File: src/rtl/snake_head_stepper_if.sv
// snake_head_stepper_if: counter/button inputs and head, tail and collision outputs of the head stepper
interface snake_head_stepper_if #(parameter int XW = 6, parameter int YW = 5);
  logic [9:0]    count;
  logic [9:0]    max;
  logic          btn_up;
  logic          btn_down;
  logic          btn_left;
  logic          btn_right;
  logic          grow;
  logic          step;
  logic [XW-1:0] head_x;
  logic [YW-1:0] head_y;
  logic          tail_valid;
  logic [XW-1:0] tail_x;
  logic [YW-1:0] tail_y;
  logic [4:0]    length;
  logic          self_hit;
  modport master (
    output count, max, btn_up, btn_down, btn_left, btn_right, grow,
    input  step, head_x, head_y, tail_valid, tail_x, tail_y, length, self_hit
  );
  modport slave (
    input  count, max, btn_up, btn_down, btn_left, btn_right, grow,
    output step, head_x, head_y, tail_valid, tail_x, tail_y, length, self_hit
  );
endinterface

File: src/rtl/snake_head_stepper.sv
// snake_head_stepper: steps the snake head once per counter arrival at max, tracks the body ring and self-collision
module snake_head_stepper #(
  parameter int GRID_W  = 40,
  parameter int GRID_H  = 30,
  parameter int XW      = 6,
  parameter int YW      = 5,
  parameter int LEN_MAX = 16,
  parameter int START_X = 20,
  parameter int START_Y = 15
) (
  input logic clock,
  input logic reset,
  snake_head_stepper_if.slave bus
);
  localparam int PW = $clog2(LEN_MAX);
  typedef enum logic [1:0] {RIGHT = 2'b00, DOWN = 2'b01, LEFT = 2'b10, UP = 2'b11} dir_t;
  dir_t          dir, pend, req, pend_nxt;
  logic [9:0]    prev_count;
  logic          grow_pend, tick, act, grow_eff, do_grow, hit, any_btn;
  logic [PW-1:0] head_ptr, next_ptr, tail_ptr;
  logic [XW-1:0] body_x [LEN_MAX];
  logic [YW-1:0] body_y [LEN_MAX];
  logic [XW-1:0] nx;
  logic [YW-1:0] ny;
  always_comb begin
    tick = bus.count == bus.max && prev_count != bus.max;
    act = tick && !bus.self_hit;
    any_btn = bus.btn_up | bus.btn_down | bus.btn_left | bus.btn_right;
    req = bus.btn_up ? UP : bus.btn_down ? DOWN : bus.btn_left ? LEFT : RIGHT;
    // reversal is judged against the committed direction, not the pending one
    pend_nxt = (any_btn && req != dir_t'(dir ^ 2'b10)) ? req : pend;
    grow_eff = grow_pend || bus.grow;
    do_grow = grow_eff && bus.length < 5'(LEN_MAX);
    nx = pend_nxt == RIGHT ? (bus.head_x == XW'(GRID_W - 1) ? '0 : bus.head_x + 1'b1) :
         pend_nxt == LEFT  ? (bus.head_x == '0 ? XW'(GRID_W - 1) : bus.head_x - 1'b1) : bus.head_x;
    ny = pend_nxt == DOWN  ? (bus.head_y == YW'(GRID_H - 1) ? '0 : bus.head_y + 1'b1) :
         pend_nxt == UP    ? (bus.head_y == '0 ? YW'(GRID_H - 1) : bus.head_y - 1'b1) : bus.head_y;
    next_ptr = head_ptr == PW'(LEN_MAX - 1) ? '0 : head_ptr + 1'b1;
    tail_ptr = PW'((int'(head_ptr) + LEN_MAX + 1 - int'(bus.length)) % LEN_MAX);
    hit = 1'b0;
    // a slot is occupied when it lies within length of the head; the tail slot is free if it drops this step
    for (int i = 0; i < LEN_MAX; i++)
      if ((int'(head_ptr) - i + LEN_MAX) % LEN_MAX < int'(bus.length) &&
          !(PW'(i) == tail_ptr && !do_grow) && body_x[i] == nx && body_y[i] == ny)
        hit = 1'b1;
  end
  always_ff @(posedge clock) begin
    prev_count <= reset ? '0 : bus.count;
    if (reset) begin
      dir            <= RIGHT;
      pend           <= RIGHT;
      grow_pend      <= 1'b0;
      head_ptr       <= '0;
      body_x[0]      <= XW'(START_X);
      body_y[0]      <= YW'(START_Y);
      bus.head_x     <= XW'(START_X);
      bus.head_y     <= YW'(START_Y);
      bus.length     <= 5'd1;
      bus.step       <= 1'b0;
      bus.tail_valid <= 1'b0;
      bus.tail_x     <= '0;
      bus.tail_y     <= '0;
      bus.self_hit   <= 1'b0;
    end else begin
      bus.step       <= act;
      bus.tail_valid <= 1'b0;
      pend           <= pend_nxt;
      grow_pend      <= act ? 1'b0 : grow_eff;
      if (act) dir <= pend_nxt;
      if (act && hit) bus.self_hit <= 1'b1;
      if (act && !hit) begin
        head_ptr         <= next_ptr;
        body_x[next_ptr] <= nx;
        body_y[next_ptr] <= ny;
        bus.head_x       <= nx;
        bus.head_y       <= ny;
        if (do_grow) bus.length <= bus.length + 1'b1;
        else begin
          bus.tail_valid <= 1'b1;
          bus.tail_x     <= body_x[tail_ptr];
          bus.tail_y     <= body_y[tail_ptr];
        end
      end
    end
  end
endmodule
File: src/flat_wrapper.sv
// flat-port wrapper written by rule: the top's interface ports become plain ports
module snake_head_stepper_flat 
#(
  parameter int GRID_W  = 40,
  parameter int GRID_H  = 30,
  parameter int XW      = 6,
  parameter int YW      = 5,
  parameter int LEN_MAX = 16,
  parameter int START_X = 20,
  parameter int START_Y = 15
)
  (clock, reset, bus_count, bus_max, bus_btn_up, bus_btn_down, bus_btn_left, bus_btn_right, bus_grow, bus_step, bus_head_x, bus_head_y, bus_tail_valid, bus_tail_x, bus_tail_y, bus_length, bus_self_hit);
  snake_head_stepper_if #(.XW(XW), .YW(YW)) bus_i ();
  input logic clock;
  input logic reset;
  input wire logic [$bits(bus_i.count)-1:0] bus_count;
  input wire logic [$bits(bus_i.max)-1:0] bus_max;
  input wire logic [$bits(bus_i.btn_up)-1:0] bus_btn_up;
  input wire logic [$bits(bus_i.btn_down)-1:0] bus_btn_down;
  input wire logic [$bits(bus_i.btn_left)-1:0] bus_btn_left;
  input wire logic [$bits(bus_i.btn_right)-1:0] bus_btn_right;
  input wire logic [$bits(bus_i.grow)-1:0] bus_grow;
  output wire logic [$bits(bus_i.step)-1:0] bus_step;
  output wire logic [$bits(bus_i.head_x)-1:0] bus_head_x;
  output wire logic [$bits(bus_i.head_y)-1:0] bus_head_y;
  output wire logic [$bits(bus_i.tail_valid)-1:0] bus_tail_valid;
  output wire logic [$bits(bus_i.tail_x)-1:0] bus_tail_x;
  output wire logic [$bits(bus_i.tail_y)-1:0] bus_tail_y;
  output wire logic [$bits(bus_i.length)-1:0] bus_length;
  output wire logic [$bits(bus_i.self_hit)-1:0] bus_self_hit;
  assign bus_i.count = bus_count;
  assign bus_i.max = bus_max;
  assign bus_i.btn_up = bus_btn_up;
  assign bus_i.btn_down = bus_btn_down;
  assign bus_i.btn_left = bus_btn_left;
  assign bus_i.btn_right = bus_btn_right;
  assign bus_i.grow = bus_grow;
  assign bus_step = bus_i.step;
  assign bus_head_x = bus_i.head_x;
  assign bus_head_y = bus_i.head_y;
  assign bus_tail_valid = bus_i.tail_valid;
  assign bus_tail_x = bus_i.tail_x;
  assign bus_tail_y = bus_i.tail_y;
  assign bus_length = bus_i.length;
  assign bus_self_hit = bus_i.self_hit;
  snake_head_stepper #(.GRID_W(GRID_W), .GRID_H(GRID_H), .XW(XW), .YW(YW), .LEN_MAX(LEN_MAX), .START_X(START_X), .START_Y(START_Y)) u_core (.clock(clock), .reset(reset), .bus(bus_i));
endmodule
File: config.mk
export PLATFORM = sky130hd
export DESIGN_NAME = snake_head_stepper_flat
export DESIGN_NICKNAME = d
export VERILOG_FILES = /design/src/rtl/snake_head_stepper_if.sv /design/src/rtl/snake_head_stepper.sv /design/src/flat_wrapper.sv
export SDC_FILE = /design/constraint.sdc
export NUM_CORES = 1
export LEC_CHECK = 0
export CORE_UTILIZATION = 55
export CTS_BUF_LIST = sky130_fd_sc_hd__clkbuf_8 sky130_fd_sc_hd__clkbuf_16
export CTS_CLUSTER_DIAMETER = 120
export DETAILED_ROUTE_END_ITERATION = 10
export PLACE_DENSITY = 0.84
export SETUP_SLACK_MARGIN = 0.02
export SLEW_MARGIN = 30
export SYNTH_ARGS = -nofsm -noshare
export SYNTH_HDL_FRONTEND = slang
export SYNTH_SLANG_ARGS = --single-unit
File: constraint.sdc
create_clock -name clock -period 6.3 [get_ports clock]
set_clock_uncertainty 0.05 [all_clocks]
set_input_delay 1.26 -clock clock [delete_from_list [all_inputs] [get_ports clock]]
set_output_delay 1.26 -clock clock [all_outputs]
set_load 0.1 [all_outputs]
[Word level (Yosys, flattened, before mapping)]
Memory sizes are Yosys's and may differ from the RTL's. A register that Yosys moved wholly into a read port is not among the register bits.
Index checks and enable logic that the tools add are counted.
Cells by class
  add/sub/neg operators: 39
  multipliers: 0
  divide/modulo/power cells: 0
  magnitude comparators: 17
  equality and inequality tests: 56
  shift operators: 0
  muxes and demuxes: 41
  bitwise logic cells: 22
  reductions and logical operators: 116
Operators with widths (number)
  $add 32x6->32 const B: 15
  $eq 6x6->1: 16
  $lt 5x6->1: 16
  $eq 5x5->1: 16
  $logic_and 1x1->1: 70
  $reduce_or 4->1: 16
  $sub 4x4->5 const B: 8
  $eq 4x4->1 const A: 8
  $mux 6: 5
  $mux 5: 5
  $mux 1: 24
  $sub 4x3->5 const B: 4
  $logic_not 1->1: 19
  $eq 3x4->1 const A: 4
  $and 1x1->1: 15
  $mux 4: 3
  $add 5x1->5 const B: 2
  $eq 10x10->1: 1
  $ne 10x10->1: 1
  $sub 4x2->5 const B: 2
  $add 4x1->4 const B: 2
  $eq 2x4->1 const A: 2
  $mux 2: 4
  $add 6x1->6 const B: 1
  25 further kinds: 32
Word-level totals
  register bits after elaboration: 38
  bits in latches: 0
  memory bits (writable): 176
  bits in read-only memories: 0
  input port bits: 27
  output and inout port bits: 30
  word-level logic and storage cells: 304
  memories kept: 2
Memory list
  u_core.body_x: depth 16, bits a word 6, read ports 17, clocked after memory_dff 1, write ports 1, RTL line snake_head_stepper.sv:21  | logic [XW-1:0] body_x [LEN_MAX];
  u_core.body_y: depth 16, bits a word 5, read ports 17, clocked after memory_dff 1, write ports 1, RTL line snake_head_stepper.sv:22  | logic [YW-1:0] body_y [LEN_MAX];

[Logic depth before layout (Yosys ltp)]
  depth in word-level cells: 35
  depth in mapped cells: 20
  gate-level depth less buffers: 17

[Worst setup path after synthesis]
No wires, ideal clock.
  path kind: reg-to-reg
  start: register u_core.bus.head_x[0]
  end: memory u_core.body_y[0][4] (data pin)
  setup time: 0.377 ns
  arrival time: 5.174 ns
  data required time: 5.873 ns
  setup slack: 0.699 ns
  stages on the path, launching flop included: 19
  buffers on the path: 5
  period minus slack after synthesis: 5.601 ns
  path through: dfxtp_1 clkbuf_1 inv_1 clkbuf_1 ha_1 or4b_4 o21ai_2 o22ai_2 o21a_1 or3_1 buf_2 buf_6 o221ai_2 nor4_1 nor4_1 and4bb_4 nand3_2 buf_2 nor4_1
On the way
  word-level cells in the longest chain between the ends: 30
  elaborated cells between the ends (all ways): 79
  those cells by class: add/sub (2); eq/ne (17); mux (24); reduce/logical (36)
RTL lines
  from (decl): RTL line snake_head_stepper_if.sv:24  | output step, head_x, head_y, tail_valid, tail_x, tail_y, length, self_hit
  from (signal assigned): RTL line snake_head_stepper.sv:56  | bus.head_x <= XW'(START_X);
  from (signal assigned): RTL line snake_head_stepper.sv:75  | bus.head_x <= nx;
  $sub 6x1->6 / $logic_not 6->1 (equally long branches): RTL line snake_head_stepper.sv:35  | pend_nxt == LEFT ? (bus.head_x == '0 ? XW'(GRID_W - 1) : bus.head_x - 1'b1) : bus.head_x;
  $mux 6 (2 in a row): RTL line snake_head_stepper.sv:35
  $mux 6 *: RTL line snake_head_stepper.sv:34  | nx = pend_nxt == RIGHT ? (bus.head_x == XW'(GRID_W - 1) ? '0 : bus.head_x + 1'b1) :
  $eq 6x6->1: RTL line snake_head_stepper.sv:44  | !(PW'(i) == tail_ptr && !do_grow) && body_x[i] == nx && body_y[i] == ny)
  $logic_and 1x1->1 (2 in a row): RTL line snake_head_stepper.sv:44
  $mux 1 (15 in a row): RTL line snake_head_stepper.sv:43  | if ((int'(head_ptr) - i + LEN_MAX) % LEN_MAX < int'(bus.length) &&
  $mux 1 *: RTL line snake_head_stepper.sv:43
  $logic_not 1->1 *: RTL line snake_head_stepper.sv:71  | if (act && !hit) begin
  $logic_and 1x1->1 *: RTL line snake_head_stepper.sv:71
  $mux 1 *: RTL line snake_head_stepper.sv:71
  $mux 1 *: RTL line snake_head_stepper.sv:49  | if (reset) begin
  $mux 1 (implied by the code) *: RTL line snake_head_stepper.sv:74  | body_y[next_ptr] <= ny;
  $reduce_or 5->1 (no line) *
  $mux 5 (no line) *
  to (decl): RTL line snake_head_stepper.sv:22
Every way passes the cells marked *; elsewhere a longest branch is shown, timed or not.

[Worst setup path in the final report]
  start: input port bus_btn_down
  end: memory u_core.body_x[15][0] (data pin)
On the way
  word-level cells in the longest chain between the ends: 34
  elaborated cells between the ends (all ways): 103
  those cells by class: eq/ne (36); mux (27); bitwise (3); reduce/logical (37)
RTL lines
  from (decl): RTL line flat_wrapper.sv:19  | input wire logic [$bits(bus_i.btn_down)-1:0] bus_btn_down;
  $mux 2 / $or 1x1->1 (equally long branches) (2 in a row): RTL line snake_head_stepper.sv:29, snake_head_stepper.sv:28
  $ne 2x2->1 / $or 1x1->1 (equally long branches): RTL line snake_head_stepper.sv:31, snake_head_stepper.sv:28
  $logic_and 1x1->1: RTL line snake_head_stepper.sv:31  | pend_nxt = (any_btn && req != dir_t'(dir ^ 2'b10)) ? req : pend;
  $mux 2 *: RTL line snake_head_stepper.sv:31
  $eq 2x2->1: RTL line snake_head_stepper.sv:35
  $mux 6: RTL line snake_head_stepper.sv:35
  $mux 6: RTL line snake_head_stepper.sv:34
  $eq 6x6->1: RTL line snake_head_stepper.sv:44
  $logic_and 1x1->1 (2 in a row): RTL line snake_head_stepper.sv:44
  $mux 1 (16 in a row): RTL line snake_head_stepper.sv:43
  $logic_not 1->1: RTL line snake_head_stepper.sv:71
  $logic_and 1x1->1: RTL line snake_head_stepper.sv:71
  $mux 1: RTL line snake_head_stepper.sv:71
  $mux 1: RTL line snake_head_stepper.sv:49
  $mux 1 (implied by the code): RTL line snake_head_stepper.sv:73  | body_x[next_ptr] <= nx;
  $reduce_or 6->1 (no line)
  $mux 6 (no line) *
  to (decl): RTL line snake_head_stepper.sv:21
Marks and branches as above.

==> flow_metrics.tcl <==
set metrics [dict create \
    status "completed" \
    root_buffer "clkbuf_16" \
    viasPerCell 6.94 \
    path_class "in -> reg" \
    avgRoutedWirePerCell_um 30.3 \
    synthCells 1197 \
    syn2layout_area_growth_pct 19.8 \
    grt_pass1_wl_mm 75.4 \
    syn_area_sq_mm 0.0139 \
    ys_seq_area_share_pct 45.1 \
    drc 0 \
    tns_ps 0 \
    die_x_um 161 \
    vdd_drop_max_uv 237 \
    worst_slack_ps 356 \
    cts_resized 0 \
    first_global_vias 11304 \
    cts_buffers 25 \
    grt_max_degree 46 \
    fin_cells 1698 \
    num-nets-final 1434 \
    yosys_register_bits 225 \
    floorplan.initialDensity_pct 56.6 \
    crit_path_start_kind "input pin" \
    power_mw 3.34 \
    syn_nets 1275 \
    p_per_area_mw_per_mm2 201 \
    io_buffers 56 \
    dp_hpwl_mm 39.1 \
    die-height_um 161 \
    hold_path_class "reg -> reg" \
    cts_max_level 1 \
    slew_violations 0 \
    coreArea_sq_mm 0.0245 \
    drt_first_pass_iters 6 \
    drt_iter0_drc 2178 \
    pre_cts_ws_ps -44.8 \
    finalHoldViolations 0 \
    clock_sinks 225 \
    fin_hold_ws_ps 445 \
    final_common_cell "edfxtp_1" \
    vias 11783 \
    gp_congestion 1.14 \
    num_rows 57 \
    regArea_sq_mm 0.00627 \
    drive_gt1_share_pct 20.5 \
    final_cell_mix "176 x edfxtp_1, 126 x buf_4, 84 x xor2_1, 79 x xnor2_1, 69 x nor2_1" \
    place_inst 1653 \
    min_path_cells 2 \
    worst_slew_pin_slew_ps 1010 \
    syn_area_per_cell_sq_um 11.6 \
    rsz0062_at_grt "no" \
    synthArstFlopShare_pct 0 \
    cp.required_ps 6530 \
    drt.antenna.violating_nets 0 \
    synth-warning-count 0 \
    relSlewSlack_pct 32.5 \
    fill_cells 1791 \
    cts.clk_slew.worst_paths_ps 60 \
    insertion_delay_ps 560 \
    startpoint "bus_btn_down" \
    io_pins 57 \
    antenna_found_initial 0 \
    grt_overflow 0 \
    multi_input_area_sq_mm 0.00724 \
    r2r_start "u_core.head_ptr[1]$_SDFFE_PP0N_" \
    setup_violations 0 \
    reg2reg_depth 17 \
    crit_path_end_kind "flip-flop" \
    min_period_ps 5940 \
    cts_tree "yes" \
    die_area_sq_mm 0.0259 \
    routed_wl_mm 51.4 \
    synth_ff_type "edfxtp_1" \
    max_cap_violations 0 \
    num_antenna_cells 0 \
    synth.distinct_cells 96 \
    grt_usage_pct 40.3 \
    fin_crit_sh_pct 94.4 \
    timing.fmax_mhz 168 \
    clock_path_buffers 3 \
    cts_hold_buf 0 \
    postCtsSetupRepairBufs 0 \
    cp.arrival_ps 6170 \
    crit_path_max_fanout 22 \
    hold_path.startpoint "u_core.bus.tail_x[0]$_SDFFE_PP0P_" \
    synth_edf_count 176 \
    p_leak_nw 6.32 \
]
metal layers:
layer / vias to the layer above / GRT usage [%] / routed length (um)
met5: - / 0 / 0
met4: 0 / 20.0 / 3010
met3: 183 / 11.0 / 7320
met2: 966 / 59.7 / 22100
met1: 5706 / 54.7 / 19000
li1: 4928 / - / -
critical path, stage by stage:
cell and delay (ps):
clkdlybuf4s50_1 680, nand3b_1 180, nand3_1 280, nor4_2 550
o21a_1 390, or3_1 200, buf_4 180, buf_4 160
nor2_1 40, nor4_1 300, nand3_1 120, o41ai_1 560
and4bb_4 300, nand3_2 100, buf_4 200, buf_4 310
nor3_1 80, buf_4 230
state kept, by name, summed over array words and instances, names as in the netlist:
signal / count
u_core.body_x: 96
u_core.bus.step: 1
u_core.bus.tail_y: 5
u_core.bus.tail_valid: 1
u_core.bus.head_x: 6
u_core.body_y: 80
u_core.bus.tail_x: 6
u_core.bus.length: 5
u_core.grow_pend: 1
u_core.prev_count: 10
u_core.bus.self_hit: 1
u_core.pend: 2
u_core.dir: 2
u_core.bus.head_y: 5
u_core.head_ptr: 4
stage by stage:
stage / area, sq um / util [%]
final: 16600 / 67.8
after detailed placement: 15800 / 64.5
after floorplan: 13900 / -
after CTS: 16600 / 67.7
after global placement: 15800 / 64.5
after global routing: 16600 / 67.8
power by group:
group	total [mW]	internal (mW)	switching (mW)
logic	0.303	0.124	0.178
registers	1.59	1.59	0.00703
clock network	1.44	0.810	0.633
total	3.34	2.52	0.818
layout make-up:
| cell class | count | share of cell area, % |
|---|---|---|
| clock buffers | 25 | 3.76 |
| repair buffers | 196 | 10.7 |
| flip-flops and latches | 225 | 37.7 |
| clock inverters | 20 | 1.02 |
| multi-input cells | 866 | 43.5 |
| well taps | 324 | 2.44 |
| inverters | 42 | 0.948 |
path summary, 6_finish.rpt:
kind / to / slack [ps]
worst max register to register: u_core.body_y[3][4]$_DFFE_PP_ / 950
worst min register to register: u_core.bus.tail_x[0]$_SDFFE_PP0P_ / 440
worst max-delay path: u_core.body_x[15][0]$_DFFE_PP_ / 360
worst min-delay path: u_core.bus.tail_x[0]$_SDFFE_PP0P_ / 440
synth_stat cells (11+ instances only):
master,n,area (sq um)
a21oi_1,38,190
a22oi_1,18,135
buf_2,20,100
clkbuf_1,31,116
dfxtp_1,49,981
edfxtp_1,176,5290
ha_1,48,601
inv_1,40,150
mux2i_1,19,190
mux4_2,55,1240
nand2_1,67,251
nand3_1,20,100
nand4_1,25,156
nor2_1,69,259
nor2b_1,14,87.6
nor3_1,34,170
nor4_1,17,106
o2111ai_1,11,96.3
o211ai_1,11,82.6
o21ai_0,40,200
o22ai_1,19,119
or3_1,11,68.8
xnor2_1,80,701
xor2_1,85,744
logic make-up (layout without fill, tap and decap cells):
group	count (synthesis)	after routing	share of synthesized area [%]
muxes	77	77	10.6
adders and majority gates	51	51	4.76
and+or+nand+nor	318	318	12.2
buffers and inverters	106	283	3.40
DFF	225	225	45.1
xor gates and xnor gates	166	166	10.5
AOI/OAI and AO/OA	254	254	13.4
No activity file was read; power rests on OpenSTA's default activity.
